==> config.mk <==
export PLATFORM = sky130hd
export DESIGN_NAME = regfile_sb
export DESIGN_NICKNAME = d
export VERILOG_FILES = /design/src/rtl/regfile_sb.sv
export SDC_FILE = /design/constraint.sdc
export NUM_CORES = 2
export LEC_CHECK = 0
export CAP_MARGIN = 10
export CELL_PAD_IN_SITES_DETAIL_PLACEMENT = 1
export CELL_PAD_IN_SITES_GLOBAL_PLACEMENT = 2
export CORE_MARGIN = 2
export CORE_UTILIZATION = 40
export CTS_BUF_LIST = sky130_fd_sc_hd__clkbuf_8
export DETAILED_ROUTE_END_ITERATION = 12
export PLACE_DENSITY_LB_ADDON = 0.1
export SYNTH_ARGS = -nofsm -noshare
export SYNTH_HDL_FRONTEND = slang
export SYNTH_SLANG_ARGS = --single-unit
==> constraint.sdc <==
create_clock -name i_clk -period 14.2 [get_ports i_clk]
set_clock_uncertainty 0.15 [all_clocks]
set_input_delay 2.13 -clock i_clk [delete_from_list [all_inputs] [get_ports i_clk]]
set_output_delay 2.13 -clock i_clk [all_outputs]
set_load 0.01 [all_outputs]
==> src/rtl/regfile_sb.sv <==
// -----------------------------------------------------------------------------
// regfile_sb : decode-stage register file with write bypass and RAW scoreboard
//
// This is the parametrised successor to the 32x32 register file for the
// pipelined MIPS core. It provides zero-latency reads and writes on the
// rising edge. A per-register busy bit is set when decode issues a producer
// and cleared when writeback retires it.
//
// Parameters
//   DATA_W   register width
//   ADDR_W   address width, NREG = 2**ADDR_W registers
//   N_RD     number of read ports (1..4)
//   ZERO_REG 1 = r0 reads 0, ignores writes and is never marked busy
//   BYPASS   1 = a same-cycle write to a read address is forwarded to that port
//
// Ports
//   i_clk, i_rst_n   clock; asynchronous active-low reset
//   i_raddr          N_RD packed read addresses, port k at [k*ADDR_W +: ADDR_W]
//   i_ren            per-port read valid, only used to qualify o_stall
//   o_rdata          N_RD packed read data, port k at [k*DATA_W +: DATA_W]
//   o_rbusy          per-port "address has a pending producer"
//   o_stall          OR over ports of i_ren & o_rbusy
//   i_we/i_waddr/i_wdata        writeback port
//   i_issue/i_issue_addr        destination of the instruction issued by decode
//   o_busy_cnt       registered count of pending registers (0..NREG)
// -----------------------------------------------------------------------------
module regfile_sb #(
    parameter int DATA_W   = 32,
    parameter int ADDR_W   = 5,
    parameter int N_RD     = 2,
    parameter int ZERO_REG = 1,
    parameter int BYPASS   = 1
) (
    input  logic                     i_clk,
    input  logic                     i_rst_n,
    input  logic [N_RD*ADDR_W-1:0]   i_raddr,
    input  logic [N_RD-1:0]          i_ren,
    output logic [N_RD*DATA_W-1:0]   o_rdata,
    output logic [N_RD-1:0]          o_rbusy,
    output logic                     o_stall,
    input  logic                     i_we,
    input  logic [ADDR_W-1:0]        i_waddr,
    input  logic [DATA_W-1:0]        i_wdata,
    input  logic                     i_issue,
    input  logic [ADDR_W-1:0]        i_issue_addr,
    output logic [ADDR_W:0]          o_busy_cnt
);

    localparam int unsigned NREG  = 1 << ADDR_W;
    localparam int          CNT_W = ADDR_W + 1;

    logic [DATA_W-1:0] regs_q [NREG];
    logic [NREG-1:0]   busy_q;
    logic [NREG-1:0]   busy_d;
    logic [CNT_W-1:0]  cnt_q;
    logic [CNT_W-1:0]  cnt_d;
    logic              we_eff;

    // Writes to r0 are dropped when it is hard-wired to zero.
    assign we_eff = i_we && !((ZERO_REG != 0) && (i_waddr == '0));

    // -------------------------------------------------------------------------
    // Register array
    // -------------------------------------------------------------------------
    always_ff @(posedge i_clk or negedge i_rst_n) begin
        if (!i_rst_n) begin
            for (int unsigned i = 0; i < NREG; i++) begin
                regs_q[i] <= '0;
            end
        end else if (we_eff) begin
            regs_q[i_waddr] <= i_wdata;
        end
    end

    // -------------------------------------------------------------------------
    // Scoreboard next state. A same-cycle issue beats the retiring write,
    // because the new producer has not written yet.
    // -------------------------------------------------------------------------
    always_comb begin
        busy_d = busy_q;
        cnt_d  = '0;
        for (int unsigned a = 0; a < NREG; a++) begin
            logic set_a;
            logic clr_a;
            set_a = i_issue && (i_issue_addr == ADDR_W'(a))
                    && !((ZERO_REG != 0) && (a == 0));
            clr_a = i_we && (i_waddr == ADDR_W'(a));
            if (set_a) begin
                busy_d[a] = 1'b1;
            end else if (clr_a) begin
                busy_d[a] = 1'b0;
            end
            cnt_d = cnt_d + CNT_W'(busy_d[a]);
        end
    end

    always_ff @(posedge i_clk or negedge i_rst_n) begin
        if (!i_rst_n) begin
            busy_q <= '0;
            cnt_q  <= '0;
        end else begin
            busy_q <= busy_d;
            cnt_q  <= cnt_d;
        end
    end

    assign o_busy_cnt = cnt_q;

    // -------------------------------------------------------------------------
    // Read ports (independent, combinational)
    // -------------------------------------------------------------------------
    for (genvar k = 0; k < N_RD; k++) begin : g_rd
        logic [ADDR_W-1:0] ra;
        logic              is_zero;
        logic              wr_hit;
        logic              iss_hit;

        assign ra      = i_raddr[k*ADDR_W +: ADDR_W];
        assign is_zero = (ZERO_REG != 0) && (ra == '0);
        assign wr_hit  = (BYPASS != 0) && i_we && (i_waddr == ra);
        assign iss_hit = i_issue && (i_issue_addr == ra);

        assign o_rdata[k*DATA_W +: DATA_W] = is_zero ? '0 :
                                             wr_hit  ? i_wdata :
                                                       regs_q[ra];

        // When the data is forwarded this cycle, the read does not stall.
        // If a new producer is issued to the same register in the same
        // cycle, the register stays busy and the read still stalls.
        assign o_rbusy[k] = busy_q[ra] & ~(wr_hit & ~iss_hit);
    end

    assign o_stall = |(i_ren & o_rbusy);

endmodule

== After elaboration in Yosys (flattened, before gate mapping) ==
Cells that the tools add are included.
Cells by class
  bitwise gates (word level): 12
  reductions and logical operators: 74
  $lt $le $gt $ge: 6
  $add $sub $neg: 31
  equality and inequality tests: 66
  muxes and demuxes: 80
Operator list (number)
  bitwise mux 1024 bit: 1
  binary-select mux 32 bit (select 5 bit): 2
  two-way mux 32 bit: 9
  demux 32 bit (select 5 bit): 1
  == test 5 bit, second input constant: 32
  adder 6 x 1 -> 6 bit: 26
  == test 5 x 4 -> 1 bit, second input constant: 16
  logical AND 1 bit: 69
  two-way mux 1 bit: 65
  == test 5 x 3 -> 1 bit, second input constant: 8
  == test 5 x 2 -> 1 bit, second input constant: 4
  == test 5 bit: 4
  >= comparator 6 bit, second input constant: 3
  inverter 5 -> 6 bit: 3
  zero test 5 bit: 3
  less-than comparator 5 x 6 -> 1 bit, second input constant: 2
  binary-select mux 1 bit (select 5 bit): 2
  == test 5 x 1 -> 1 bit, second input constant: 2
  adder 5 x 1 -> 6 bit: 1
  less-than comparator 6 x 1 -> 1 bit, second input constant: 1
  adder 4 x 1 -> 5 bit: 1
  adder 3 x 1 -> 4 bit: 1
  bitwise AND 1 bit: 4
  inverter 1 bit: 4
  other kinds (5): 5
Storage, ports and cells
  logic and storage cells: 303
  register bits: 1062
  output and inout port bits: 73
  bits of input ports: 58

== Logic depth before layout (Yosys ltp) ==
  depth after elaboration: 35
  depth in mapped cells: 23
  depth with buffers taken out: 21

== Least setup slack after synthesis ==
Ideal clock, no wire load.
  path type: input -> register
  from: input port i_waddr[0]
  to: register cnt_q[4] (netlist: o_busy_cnt[4])
  arrival time: 7326 ps
  cell stages on the path: 23
  setup time: 123 ps
  path buffers: 2
  required time: 13927 ps
  path slack: 6601 ps
  cell sequence: buf_2 > nand2_1 > nor2_1 > nand2_1 > clkbuf_1 > a22o_1 > fa_1 > inv_1 > fa_1 > inv_1 > fa_1 > inv_1 > fa_1 > fa_1 > fa_1 > inv_1 > ha_1 > inv_1 > fa_1 > inv_1 > a21o_1 > a21oi_1 > xnor2_1
On the way
  elaborated cells on any way between the ends: 158
  those cells by class: add/sub (31); eq/ne (31); mux (63); reduce/logical (33)
RTL lines
  from (decl): line 42  | input logic [ADDR_W-1:0] i_waddr,
  == test 5 bit: line 87  | clr_a = i_we && (i_waddr == ADDR_W'(a));
  logical AND 1 bit: line 87
  two-way mux 1 bit: line 90  | end else if (clr_a) begin
  two-way mux 1 bit: line 88  | if (set_a) begin
  net busy_d[17]: line 54  | logic [NREG-1:0] busy_d;
  adder 6 x 1 -> 6 bit (15 in a row): line 93  | cnt_d = cnt_d + CNT_W'(busy_d[a]);
  net cnt_d[4]: line 56  | logic [CNT_W-1:0] cnt_d;
  to (signal assigned): line 103  | cnt_q <= cnt_d;
  to (decl): line 55  | logic [CNT_W-1:0] cnt_q;
The timed path passes the listed nets, and every way through them passes these cells.
A chain may end at the register's enable or synchronous reset.

== Worst setup path in the final report ==
  from: input port i_raddr[1]
  to: output port o_rdata[11]
On the way
  cells in the longest elaborated chain, start to end: 6
  elaborated cells on any way between the ends: 9
  those cells by class: eq/ne (1); mux (5); bitwise (1); reduce/logical (2)
Ends and longest elaborated chain
  from (decl): line 36  | input logic [N_RD*ADDR_W-1:0] i_raddr,
  inverter 5 -> 6 bit (implied by the code): line 125  | regs_q[ra];
  binary-select mux 32 bit (select 5 bit): line 125
  two-way mux 32 bit (implied by the code) (2 in a row): line 125
  two-way mux 32 bit: line 124  | wr_hit ? i_wdata :
  two-way mux 32 bit (*): line 123  | assign o_rdata[k*DATA_W +: DATA_W] = is_zero ? '0 :
  to (decl): line 38  | output logic [N_RD*DATA_W-1:0] o_rdata,
Every way passes the cells marked *; elsewhere a longest branch is shown, timed or not. The select of a mux whose other input is x is not followed.

==> results.toml <==
[run_status]
outcome = "finished clean"

[detailed_routing]
drc_errors = 0
ant_nets = 0
drt-vias-per-instance = 6.34
dr.first_iter.drc_count = 3238
met1_length_mm = 96.9
top_layer_used = "met5"
finalWirelength_mm = 224
routedWlPerCell_um = 36.7
num_vias = 38700
wl_met3_mm = 11.3
wl_met2_mm = 107
drtPass1Iterations = 5

[logic_synthesis]
syn_area_per_cell_um2 = 14.2
synth_seq_cells = 1062
synth_edf_count = 0
syn_inst = 4053
synth_nets = 4142
yosysWarnings = 0
synth_top_cell_area_share_pct = 46.0
yosys-top-cells-count = "dfrtp_1 (1,062), mux2_2 (905), mux4_2 (500), nand2_1 (307), clkbuf_1 (202)"
synth-async-reset-ratio_pct = 100
ys_seq_area_share_pct = 46.0
synth_area_leaders = "dfrtp_1 (46%), mux4_2 (20%), mux2_2 (18%)"
ys.flop_type = "dfrtp_1"
synth_cell_type_count = 68
yosysMostFrequentCell = "dfrtp_1"
synth_area_um2 = 57700
yosysTopAreaCell = "dfrtp_1"

[critical_path]
start_kind = "primary input"
rr_worst_depth = 19
rr_startpoint = "busy_q[21]"
r2r_end = "o_busy_cnt[4]"
ff2ff_setup_slack_ns = 8.99
slowest_stage = "nor4_2"
slowest_delay_ns = 0.80
end_kind = "primary output"
crit_buf_inv = 4
path_cells = "buf_8 -> buf_12 -> xor2_1 -> nor4_2 -> nand2_2 -> buf_4 -> a31oi_1 -> clkdlybuf4s50_1"
crit_arrival_ns = 6.60
cp_top_family = "buffers and inverters"
critPathKind = "in -> out"
cp_max_fo = 87
required_ns = 11.92

[placed_design]
gp_congestion = 0.783
place_hpwl_mm = 123
numPortBuffers = 130

[timing]
finalCriticalPeriod_ns = 8.88
hold_viol = 0
worst_slew_pin_slew_ns = 1.22
slew_headroom_pct = 18.4
drv_slew = 0
post-route-period-util_pct = 62.5
rsz0062_at_grt = "false"
max_freq_mhz = 113
setup_viol = 0
fin_tns_setup_ns = 0

[cts]
cts_tree = "built"
cts_buffers = 195
cts_root_buf = "clkbuf_8"
htreeDepth = 4
cts_setup_buffers = 0
cts_buffer_depth = 3
cts_hold_buf = 0
cts_sinks = 1062
clk_pin_slew_worst_paths_ns = 0.05
cts-resized-gates = 0
clk_latency_ns = 0.92

[cells_and_area]
drive_gt1_share_pct = 44.5
final_nets = 4150
syn_to_final_growth_pct = 11.6

[power]
power.total_uw = 9860
power_density_nw_per_um2 = 153
cellLeakagePower_uw = 0.0281
ir_drop_mv = 0.559

[floorplanning]
ios = 131
die_w_um = 384
die_area_um2 = 147000
start_util_pct = 40.2
rows = 139
fp.dieH_um = 384
core_um2 = 143000

[worst_hold_path]
worstHoldStart = "regs_q[1002]"
worstHoldPathType = "reg -> reg"
hold_depth = 0
worstHoldEndpoint = "regs_q[1002]"

[global_routing]
track_usage_pct = 30.8
grt_first_pass_wirelength_mm = 320
antenna_found_initial = 14
grt_pass1_vias = 41400
grt_max_degree = 155
grt_remaining_overflow = 0

[run]
cap_violations = 0
==> worst reg2reg max path, stage by stage, from the launching register on <==
cell and delay [ns]:
dfrtp_1 0.43, o21ai_0 0.16, nand2_1 0.18, fa_1 0.54, inv_1 0.05, fa_1 0.48
inv_1 0.05, fa_1 0.47, inv_1 0.05, fa_1 0.46, fa_1 0.51, fa_1 0.42
inv_1 0.07, ha_1 0.18, inv_1 0.07, fa_1 0.46, inv_1 0.07, a21o_1 0.10
a21oi_1 0.07, xnor2_1 0.12
==> layout by cell type, fill, tap and decap left out, types with 8 or more instances in the layout <==
cell | synthesis | final
nand2_4 | 0 | 15
nor2_1 | 48 | 26
a21oi_1 | 46 | 43
nand2b_1 | 13 | 13
mux2i_1 | 82 | 82
clkbuf_8 | 0 | 237
o2111a_1 | 18 | 18
a221oi_1 | 9 | 9
a22o_1 | 54 | 54
nand2_1 | 307 | 289
a22oi_1 | 104 | 104
mux4_2 | 500 | 500
xor2_1 | 12 | 12
o21ai_0 | 43 | 43
dfrtp_1 | 1062 | 1062
a211oi_1 | 32 | 32
clkdlybuf4s50_1 | 0 | 121
mux2_2 | 905 | 905
buf_4 | 52 | 114
buf_12 | 4 | 9
mux2_1 | 37 | 37
inv_1 | 48 | 123
nand3_1 | 67 | 66
o22ai_1 | 70 | 70
xnor2_1 | 11 | 11
nor2b_1 | 13 | 8
fa_1 | 24 | 24
nor2_4 | 0 | 21
==> state kept, by name (all words and copies together) (netlist names) <==
register,flops
busy_q,32
regs_q,1024
o_busy_cnt,6
==> logic make-up (layout without fill, tap and decap cells) <==
kind of cell,after synthesis,in the layout,synth area share (%)
XOR/XNOR,23,23,0.349
flip-flops,1062,1062,46.0
other,0,7,0
AND/OR/NAND/NOR,499,499,3.82
adder cells (fa/ha/maj),31,31,0.984
AO/OA/AOI/OAI,423,423,5.30
multiplexers,1524,1524,39.3
buffers and inverters,491,634,4.20
==> how the worst max path moves through the flow <==
stage	depth (start not counted)	startpoint	to	slack, ns
4_1_cts	8	i_raddr[1]	o_rdata[11]	5.32
2_1_floorplan	23	i_waddr[0]	o_busy_cnt[4]	6.60
6_report	8	i_raddr[1]	o_rdata[11]	5.32
3_5_place_dp	20	i_waddr[0]	o_busy_cnt[4]	4.82
3_3_place_gp	20	i_waddr[0]	o_busy_cnt[4]	4.95
5_1_grt	8	i_raddr[1]	o_rdata[11]	5.21
==> per-stage QoR <==
stage	utilization, %	std cells	instance area (um^2)	hold WS, ns	setup slack, ns
final	44.9	6106	64400	0.244	5.32
after global placement	42.2	5766	60600	0.227	4.95
after CTS	44.9	6099	64400	0.246	5.32
after global routing	44.9	6103	64400	0.255	5.21
after detailed placement	42.2	5767	60600	0.233	4.82
after floorplan	-	4053	57700	0.291	6.60
==> report_power, final <==
group | leakage, uW | switching, uW | internal, uW
Sequential | 0.0136 | 426 | 3640
Clock | 0.00222 | 1390 | 1550
Combinational | 0.0123 | 1310 | 1550
==> final cells by class <==
cell class	instances	area [um^2]
Inverter	50	188
Timing Repair Buffer	252	2350
Sequential cell	1062	26600
Clock inverter	95	526
Multi-Input combinational cell	2500	29100
Antenna cell	7	17.5
Tap cell	1903	2380
Fill cell	14300	79100
Clock buffer	237	3260
==> layer usage <==
metal	track usage (%)	vias up
met5	0	-
met4	12.4	2
met3	5.19	386
met2	49.6	1207
met1	41.5	21600
li1	-	15500
Note: power is estimated with default switching activity, not from simulation.
